## config.mk

```make
export PLATFORM = sky130hd
export DESIGN_NAME = pipe_stage_skid
export DESIGN_NICKNAME = d
export VERILOG_FILES = /design/src/rtl/pipe_pkg.sv /design/src/rtl/pipe_sat_cnt.sv /design/src/rtl/pipe_stage_skid.sv
export SDC_FILE = /design/constraint.sdc
export NUM_CORES = 1
export LEC_CHECK = 0
export ABC_AREA = 1
export ABC_CLOCK_PERIOD_IN_PS = 2600
export BUFFER_PORTS_ARGS = -buffer_cell sky130_fd_sc_hd__buf_4
export CORE_ASPECT_RATIO = 1.75
export CORE_MARGIN = 2
export CORE_UTILIZATION = 30
export CTS_CLUSTER_DIAMETER = 100
export DETAILED_ROUTE_END_ITERATION = 7
export PLACE_DENSITY = 0.57
export SETUP_SLACK_MARGIN = 0.15
export SYNTH_ARGS = -nofsm -noshare
export SYNTH_HDL_FRONTEND = slang
export SYNTH_SLANG_ARGS = --single-unit
```

## constraint.sdc

```tcl
create_clock -name clk -period 2.6 [get_ports clk]
set_clock_uncertainty 0.15 [all_clocks]
set_input_delay 0.52 -clock clk [delete_from_list [all_inputs] [get_ports clk]]
set_output_delay 0.52 -clock clk [all_outputs]
set_load 0.02 [all_outputs]
```

## src/rtl/pipe_pkg.sv

```systemverilog
// Shared pipeline-boundary definitions: handshake FSM states and the
// control-bus layout every IF/ID/EX/MEM/WB stage packs and unpacks.
package pipe_pkg;

  typedef enum logic [1:0] {
    ST_EMPTY = 2'd0,
    ST_ONE   = 2'd1,
    ST_FULL  = 2'd2
  } pipe_state_e;

  localparam int PERF_W = 16;

  // Control-bus widths per boundary; all stages share one bit layout.
  localparam int CTRL_W_IFID  = 8;
  localparam int CTRL_W_IDEX  = 8;
  localparam int CTRL_W_EXMEM = 8;
  localparam int CTRL_W_MEMWB = 8;

  localparam int CB_REG_WRITE  = 0;
  localparam int CB_MEM_READ   = 1;
  localparam int CB_MEM_WRITE  = 2;
  localparam int CB_HALT       = 3;
  localparam int CB_MEM_TO_REG = 4;
  localparam int CB_SET_OP     = 5;
  localparam int CB_LINK       = 6;

  function automatic logic [7:0] ctrl_pack(
    input logic reg_write,
    input logic mem_read,
    input logic mem_write,
    input logic halt,
    input logic mem_to_reg,
    input logic set_op,
    input logic link
  );
    logic [7:0] v;
    v                = '0;
    v[CB_REG_WRITE]  = reg_write;
    v[CB_MEM_READ]   = mem_read;
    v[CB_MEM_WRITE]  = mem_write;
    v[CB_HALT]       = halt;
    v[CB_MEM_TO_REG] = mem_to_reg;
    v[CB_SET_OP]     = set_op;
    v[CB_LINK]       = link;
    return v;
  endfunction

endpackage

```

## src/rtl/pipe_sat_cnt.sv

```systemverilog
// 16-bit saturating event counter with enable; synchronous active-low reset.
module pipe_sat_cnt
  import pipe_pkg::*;
(
  input  logic              clk,
  input  logic              rst,
  input  logic              i_en,
  output logic [PERF_W-1:0] o_cnt
);

  logic [PERF_W-1:0] r_cnt;

  always_ff @(posedge clk) begin
    if (!rst) begin
      r_cnt <= '0;
    end else if (i_en && (r_cnt != {PERF_W{1'b1}})) begin
      r_cnt <= r_cnt + 1'b1;
    end
  end

  assign o_cnt = r_cnt;

endmodule

```

## src/rtl/pipe_stage_skid.sv

```systemverilog
// Valid/ready pipeline boundary register with optional 2-entry skid buffer.
// Define PIPE_STAGE_PERF_EN to build the stall/bubble performance counters.
module pipe_stage_skid
  import pipe_pkg::*;
#(
  parameter int                DATA_W   = 16,
  parameter int                CTRL_W   = 8,
  parameter logic [CTRL_W-1:0] CTRL_RST = {CTRL_W{1'b0}},
  parameter int                SKID     = 1
) (
  input  logic              clk,
  input  logic              rst,
  input  logic              flush,
  input  logic              in_valid,
  output logic              in_ready,
  input  logic [CTRL_W-1:0] in_ctrl,
  input  logic [DATA_W-1:0] in_data,
  output logic              out_valid,
  input  logic              out_ready,
  output logic [CTRL_W-1:0] out_ctrl,
  output logic [DATA_W-1:0] out_data,
  output logic [15:0]       stall_cnt,
  output logic [15:0]       bubble_cnt
);

  pipe_state_e       r_state, w_state_nxt;
  logic [DATA_W-1:0] r_m_data, r_s_data;
  logic [CTRL_W-1:0] r_m_ctrl, r_s_ctrl;

  logic w_main_vld;
  logic w_acc;
  logic w_emit;
  logic w_ld_main_in;
  logic w_ld_main_skid;
  logic w_ld_skid;

  assign w_main_vld = (r_state != ST_EMPTY);

  // With the skid entry, in_ready depends only on state, breaking the
  // combinational back-pressure chain between stages.
  generate
    if (SKID != 0) begin : g_skid
      assign in_ready = (r_state != ST_FULL);
    end else begin : g_noskid
      assign in_ready = out_ready | ~w_main_vld;
    end
  endgenerate

  assign w_acc  = in_valid & in_ready;
  assign w_emit = w_main_vld & out_ready;

  always_ff @(posedge clk) begin
    if (!rst) begin
      r_state <= ST_EMPTY;
    end else begin
      r_state <= w_state_nxt;
    end
  end

  always_comb begin
    w_state_nxt    = r_state;
    w_ld_main_in   = 1'b0;
    w_ld_main_skid = 1'b0;
    w_ld_skid      = 1'b0;
    case (r_state)
      ST_EMPTY: begin
        if (w_acc) begin
          w_state_nxt  = ST_ONE;
          w_ld_main_in = 1'b1;
        end
      end
      ST_ONE: begin
        if (w_acc && w_emit) begin
          w_ld_main_in = 1'b1;
        end else if (w_acc && (SKID != 0)) begin
          w_ld_skid   = 1'b1;
          w_state_nxt = ST_FULL;
        end else if (w_emit) begin
          w_state_nxt = ST_EMPTY;
        end
      end
      ST_FULL: begin
        if (w_emit) begin
          w_ld_main_skid = 1'b1;
          w_state_nxt    = ST_ONE;
        end
      end
      default: w_state_nxt = ST_EMPTY;
    endcase
    // Flush kills everything held plus any same-cycle accept.
    if (flush) begin
      w_state_nxt    = ST_EMPTY;
      w_ld_main_in   = 1'b0;
      w_ld_main_skid = 1'b0;
      w_ld_skid      = 1'b0;
    end
  end

  always_ff @(posedge clk) begin
    if (!rst) begin
      r_m_data <= '0;
      r_s_data <= '0;
      r_m_ctrl <= CTRL_RST;
      r_s_ctrl <= CTRL_RST;
    end else if (flush) begin
      r_m_ctrl <= CTRL_RST;
      r_s_ctrl <= CTRL_RST;
    end else begin
      if (w_ld_main_in) begin
        r_m_data <= in_data;
        r_m_ctrl <= in_ctrl;
      end else if (w_ld_main_skid) begin
        r_m_data <= r_s_data;
        r_m_ctrl <= r_s_ctrl;
      end
      if (w_ld_skid) begin
        r_s_data <= in_data;
        r_s_ctrl <= in_ctrl;
      end
    end
  end

  assign out_valid = w_main_vld;
  assign out_data  = r_m_data;
  assign out_ctrl  = w_main_vld ? r_m_ctrl : CTRL_RST;

`ifdef PIPE_STAGE_PERF_EN
  logic w_stall_en;
  logic w_bubble_en;

  assign w_stall_en  = w_main_vld & ~out_ready;
  assign w_bubble_en = ~w_main_vld & out_ready;

  pipe_sat_cnt u_stall_cnt (
    .clk   (clk),
    .rst   (rst),
    .i_en  (w_stall_en),
    .o_cnt (stall_cnt)
  );

  pipe_sat_cnt u_bubble_cnt (
    .clk   (clk),
    .rst   (rst),
    .i_en  (w_bubble_en),
    .o_cnt (bubble_cnt)
  );
`else
  assign stall_cnt  = 16'h0000;
  assign bubble_cnt = 16'h0000;
`endif

endmodule

```

# == After elaboration in Yosys (flattened, before gate mapping) ==
# Index checks and enable logic that the tools add are counted.
# word_totals
ff_bits,50
input_bits,29
out_inout_bits,58
elab_cells,45
# classes
n_eq_ne,7
n_mux,21
n_bitwise,4
n_reduce_logical,8
# ops
cell,count
$mux 16,2
$mux 8,3
$mux 2,5
$mux 1,9
$ne 2x2->1 const B,4
$pmux 2 s3,1
$reduce_and 2->1,2
$reduce_and 4->1,1
$reduce_bool 2->1,2
$ne 3x3->1 const B,1
$and 1x1->1,2
$eq 2x1->1 const B,1
$eq 2x2->1 const B,1
$logic_not 2->1,1
$not 1->1,2
$pmux 1 s2,1
$reduce_or 2->1,1
$logic_and 1x1->1,1

# == Depth between registers and ports, before layout ==
# logic_depth
ltp_word,8
mapped_depth,8
mapped_depth_nobuf,7

# == Worst setup path after synthesis ==
# No wires, ideal clock.
# synth_path
path_type,register to output
start,reg r_state[1]
end,out out_ctrl[0]
arrival_ps,1059
required_ps,1930
path_slack_ps,871
path_stages_with_launch,5
path_buffers,0
path_cell_list,dfxtp_1 -> inv_2 -> nand2_1 -> inv_2 -> nor2_1
# synth_between
elab_chain_cells,2
# synth_lines
element,line,text
from (decl),pipe_stage_skid.sv:26,"pipe_state_e r_state, w_state_nxt;"
from (signal assigned),pipe_stage_skid.sv:56,r_state <= w_state_nxt;
$reduce_bool 2->1,pipe_stage_skid.sv:37,assign w_main_vld = (r_state != ST_EMPTY);
via out_valid,pipe_stage_skid.sv:18,"output logic out_valid,"
$mux 8,pipe_stage_skid.sv:125,assign out_ctrl = w_main_vld ? r_m_ctrl : CTRL_RST;
to (decl),pipe_stage_skid.sv:20,"output logic [CTRL_W-1:0] out_ctrl,"
# The timed path passes the listed nets, and every way through them passes these cells.

# == Worst setup path after layout ==
# layout_path
start,reg r_state[1]
end,out out_ctrl[7]
# layout_between
elab_chain_cells,2
# layout_lines
element,line
$reduce_bool 2->1,pipe_stage_skid.sv:37
$mux 8,pipe_stage_skid.sv:125
# No other way between the ends.

==> impl_metrics.py <==
metrics = {
    "status": {
        "status": "finished, final reports clean",
    },
    "setup_path": {
        "worst_r2r_path_depth": 6,
        "setup.reg_to_reg.worst_slack_ps": 820,
        "endpoint_kind": "output pin",
        "category_of_the_most_critical_setup_path": "reg2out",
        "cp.required_ps": 1930,
        "crit_fanout": 9,
        "timing.critical_path.from_type": "register",
        "critical_path_arrival_ps": 1250,
    },
    "detailed_routing": {
        "detailedRoute.firstPassIterationCount": 4,
        "wire_per_inst_um": 12.3,
        "initialDrtViolationCount": 141,
        "postRouteAntennaNets": 0,
        "drc_errors": 0,
        "avg_vias_per_cell": 4.44,
        "postRouteWirelength_mm": 6.84,
        "routed-via-count": 2457,
    },
    "logic_synthesis": {
        "synth_top_family_by_area": "simple AND/OR/NAND/NOR gates",
        "post_synth_fa_ha_maj_area_fraction_pct": 0,
        "yosys.area_share.simple_pct": 34.4,
        "synthCells": 389,
        "post_synth_instance_area_um2": 2740,
        "synth_seq_cells": 50,
        "synth.top_cells.by_area": "sky130_fd_sc_hd__dfxtp_1, sky130_fd_sc_hd__buf_4, sky130_fd_sc_hd__nor2_1, sky130_fd_sc_hd__nand2_1, sky130_fd_sc_hd__nand3_1",
        "postSynthAreaPerCell_um2": 7.04,
        "synth_compound_area_share_pct": 8.95,
        "portion_of_the_post_synthesis_area_used_by_sequential_elements_pct": 36.5,
        "synth_top_cell_by_area": "sky130_fd_sc_hd__dfxtp_1",
        "synth-xor-area-share_pct": 0,
        "yosysWarnings": 0,
        "synth.mux.area_fraction_pct": 0,
        "yosysTopAreaCellShare_pct": 36.5,
        "post_synth_num_cell_types": 22,
    },
    "worst_hold_path": {
        "whs_path_depth": 2,
        "worst_hold_path_type": "in2reg",
    },
    "place": {
        "io_buffers": 54,
        "globalplace.congestion": 0.748,
        "hpwl_mm": 4.89,
    },
    "die": {
        "die_w_um": 76.2,
        "boundaryPins": 87,
        "die_height_um": 130,
        "initial_core_util_pct": 30.5,
        "total_die_area_um2": 9940,
        "placeableCoreArea_um2": 8980,
        "rows": 46,
    },
    "final_layout": {
        "post_route_cells_drive_above_1_share_pct": 21.7,
        "n_antenna_cell": 0,
        "area_overhead_of_the_layout_relative_to_synthesis_pct": 18.0,
        "layout.nets": 462,
    },
    "global_routing": {
        "wire_length_of_the_first_global_routing_pass_mm": 11.2,
        "grt_overflow_total": 0,
        "grt_max_degree": 33,
        "initial_antenna_violation_count": 0,
        "first_global_vias": 2307,
        "gr-usage-all-layers_pct": 14.1,
    },
    "timing": {
        "min_period_over_period_pct": 73.7,
        "max_freq_mhz": 522,
        "final-hold-violation-count": 0,
        "setup_viol": 0,
        "worst-slew-pin-transition_ps": 645,
        "fin_setup_tns_ps": 0,
        "grt_setup_unrepaired": "no",
        "final_period_minus_worst_setup_slack_ps": 1920,
        "max-slew-margin-rel_pct": 56.8,
        "final-max-slew-violation-count": 0,
    },
    "power": {
        "power.ir.vdd_worst_mv": 0.283,
        "net-switching-power_uw": 482,
        "p_comb_share_pct": 16.0,
        "net_switching_share_of_the_total_power_pct": 27.5,
        "p_seq_share_pct": 46.1,
        "power.share.clock_pct": 37.9,
        "power.total_uw": 1750,
        "power.density_cell_area_nw_per_um2": 542,
        "cellLeakagePower_uw": 0.00153,
        "power.internal_uw": 1270,
    },
    "clocking": {
        "post_cts_buffers": 0,
        "cts_resized": 0,
        "cts-root-buf": "sky130_fd_sc_hd__clkbuf_16",
        "tritoncts": "built",
        "path_clk_slew_ps": 60,
        "cts-root-to-sink-buffers": 2,
        "worstSkewPairLatency_ps": 290,
        "hold_buffers": 0,
        "h-tree-depth": 2,
        "cts_sinks": 50,
        "cts_inserted_buffers": 5,
    },
    "run": {
        "drv_cap": 0,
    },
}
[critical path, cell delays in order (launching register included)]
cell and delay (ps):
sky130_fd_sc_hd__dfxtp_1 410, sky130_fd_sc_hd__inv_2 100, sky130_fd_sc_hd__nand2_1 110, sky130_fd_sc_hd__inv_2 90, sky130_fd_sc_hd__nor2_1 100, sky130_fd_sc_hd__buf_4 140
[state kept, by name, summed over array words and instances (netlist names)]
signal    cells
r_s_data     16
r_s_ctrl      8
r_state       2
r_m_ctrl      8
out_data     16
[synthesized netlist by cell type, drive strengths merged]
master	n
nor2	61
nand2	56
nand3	51
dfxtp	50
buf	49
inv	41
a21oi	26
nand4	24
o21ai	23
clkbuf	6
conb	1
nor4	1
[per-stage QoR]
stage                     setup WS [ps]  hold slack (ps)  cells  utilization (%)  cell area [um^2]
after floorplan                     871              290    420                -              2860
after global placement              526              302    546             34.4              3080
after detailed placement            515              313    546             34.4              3080
after CTS                           649              253    554             36.0              3230
after global routing                561              254    554             36.0              3230
final                               684              260    554             36.0              3230
[routing by layer]
layer / track usage, % / routed length [um] / up-vias
li1: - / - / 1280
met1: 15.0 / 2800 / 1082
met2: 26.7 / 3570 / 83
met3: 2.34 / 273 / 12
met4: 7.70 / 190 / 0
met5: 0 / 0 / -
[cell families after synthesis]
logic type / after synthesis
AND/OR/NAND/NOR: 193
buffers and inverters: 96
AO/OA/AOI/OAI: 49
flip-flops: 50
other: 1
[power groups by stage]
stage	registers (uW)	logic, uW	clock network, uW
CTS	808	284	691
floorplan	843	200	0
global placement	824	281	0
global route	810	309	710
detailed placement	825	284	0
finish	808	281	664
[cell type report]
type	count	area, um^2
Fill cell	1016	5750
Timing Repair Buffer	61	470
Inverter	41	154
Clock inverter	1	5.00
Multi-Input combinational cell	274	1310
Clock buffer	7	143
Tap cell	120	150
Sequential cell	50	1000
[cell usage in the layout (no fill, tap or decap), drive strengths merged]
cell type	netlist	final
buf	49	61
clkinv	0	1
inv	41	41
nor2	61	61
nand4	24	24
dfxtp	50	50
nand3	51	51
o21ai	23	23
nor4	1	1
clkbuf	6	7
nand2	56	56
conb	1	32
a21oi	26	26
[worst paths after layout]
check / end / from
setup / recovery: out_ctrl[7] / r_state[1]
hold / removal: r_state[1] / out_ready
setup reg to reg: r_m_ctrl[0] / r_state[0]
hold reg to reg: r_s_ctrl[6] / r_s_ctrl[6]
Note: power is estimated with default switching activity, not from simulation.
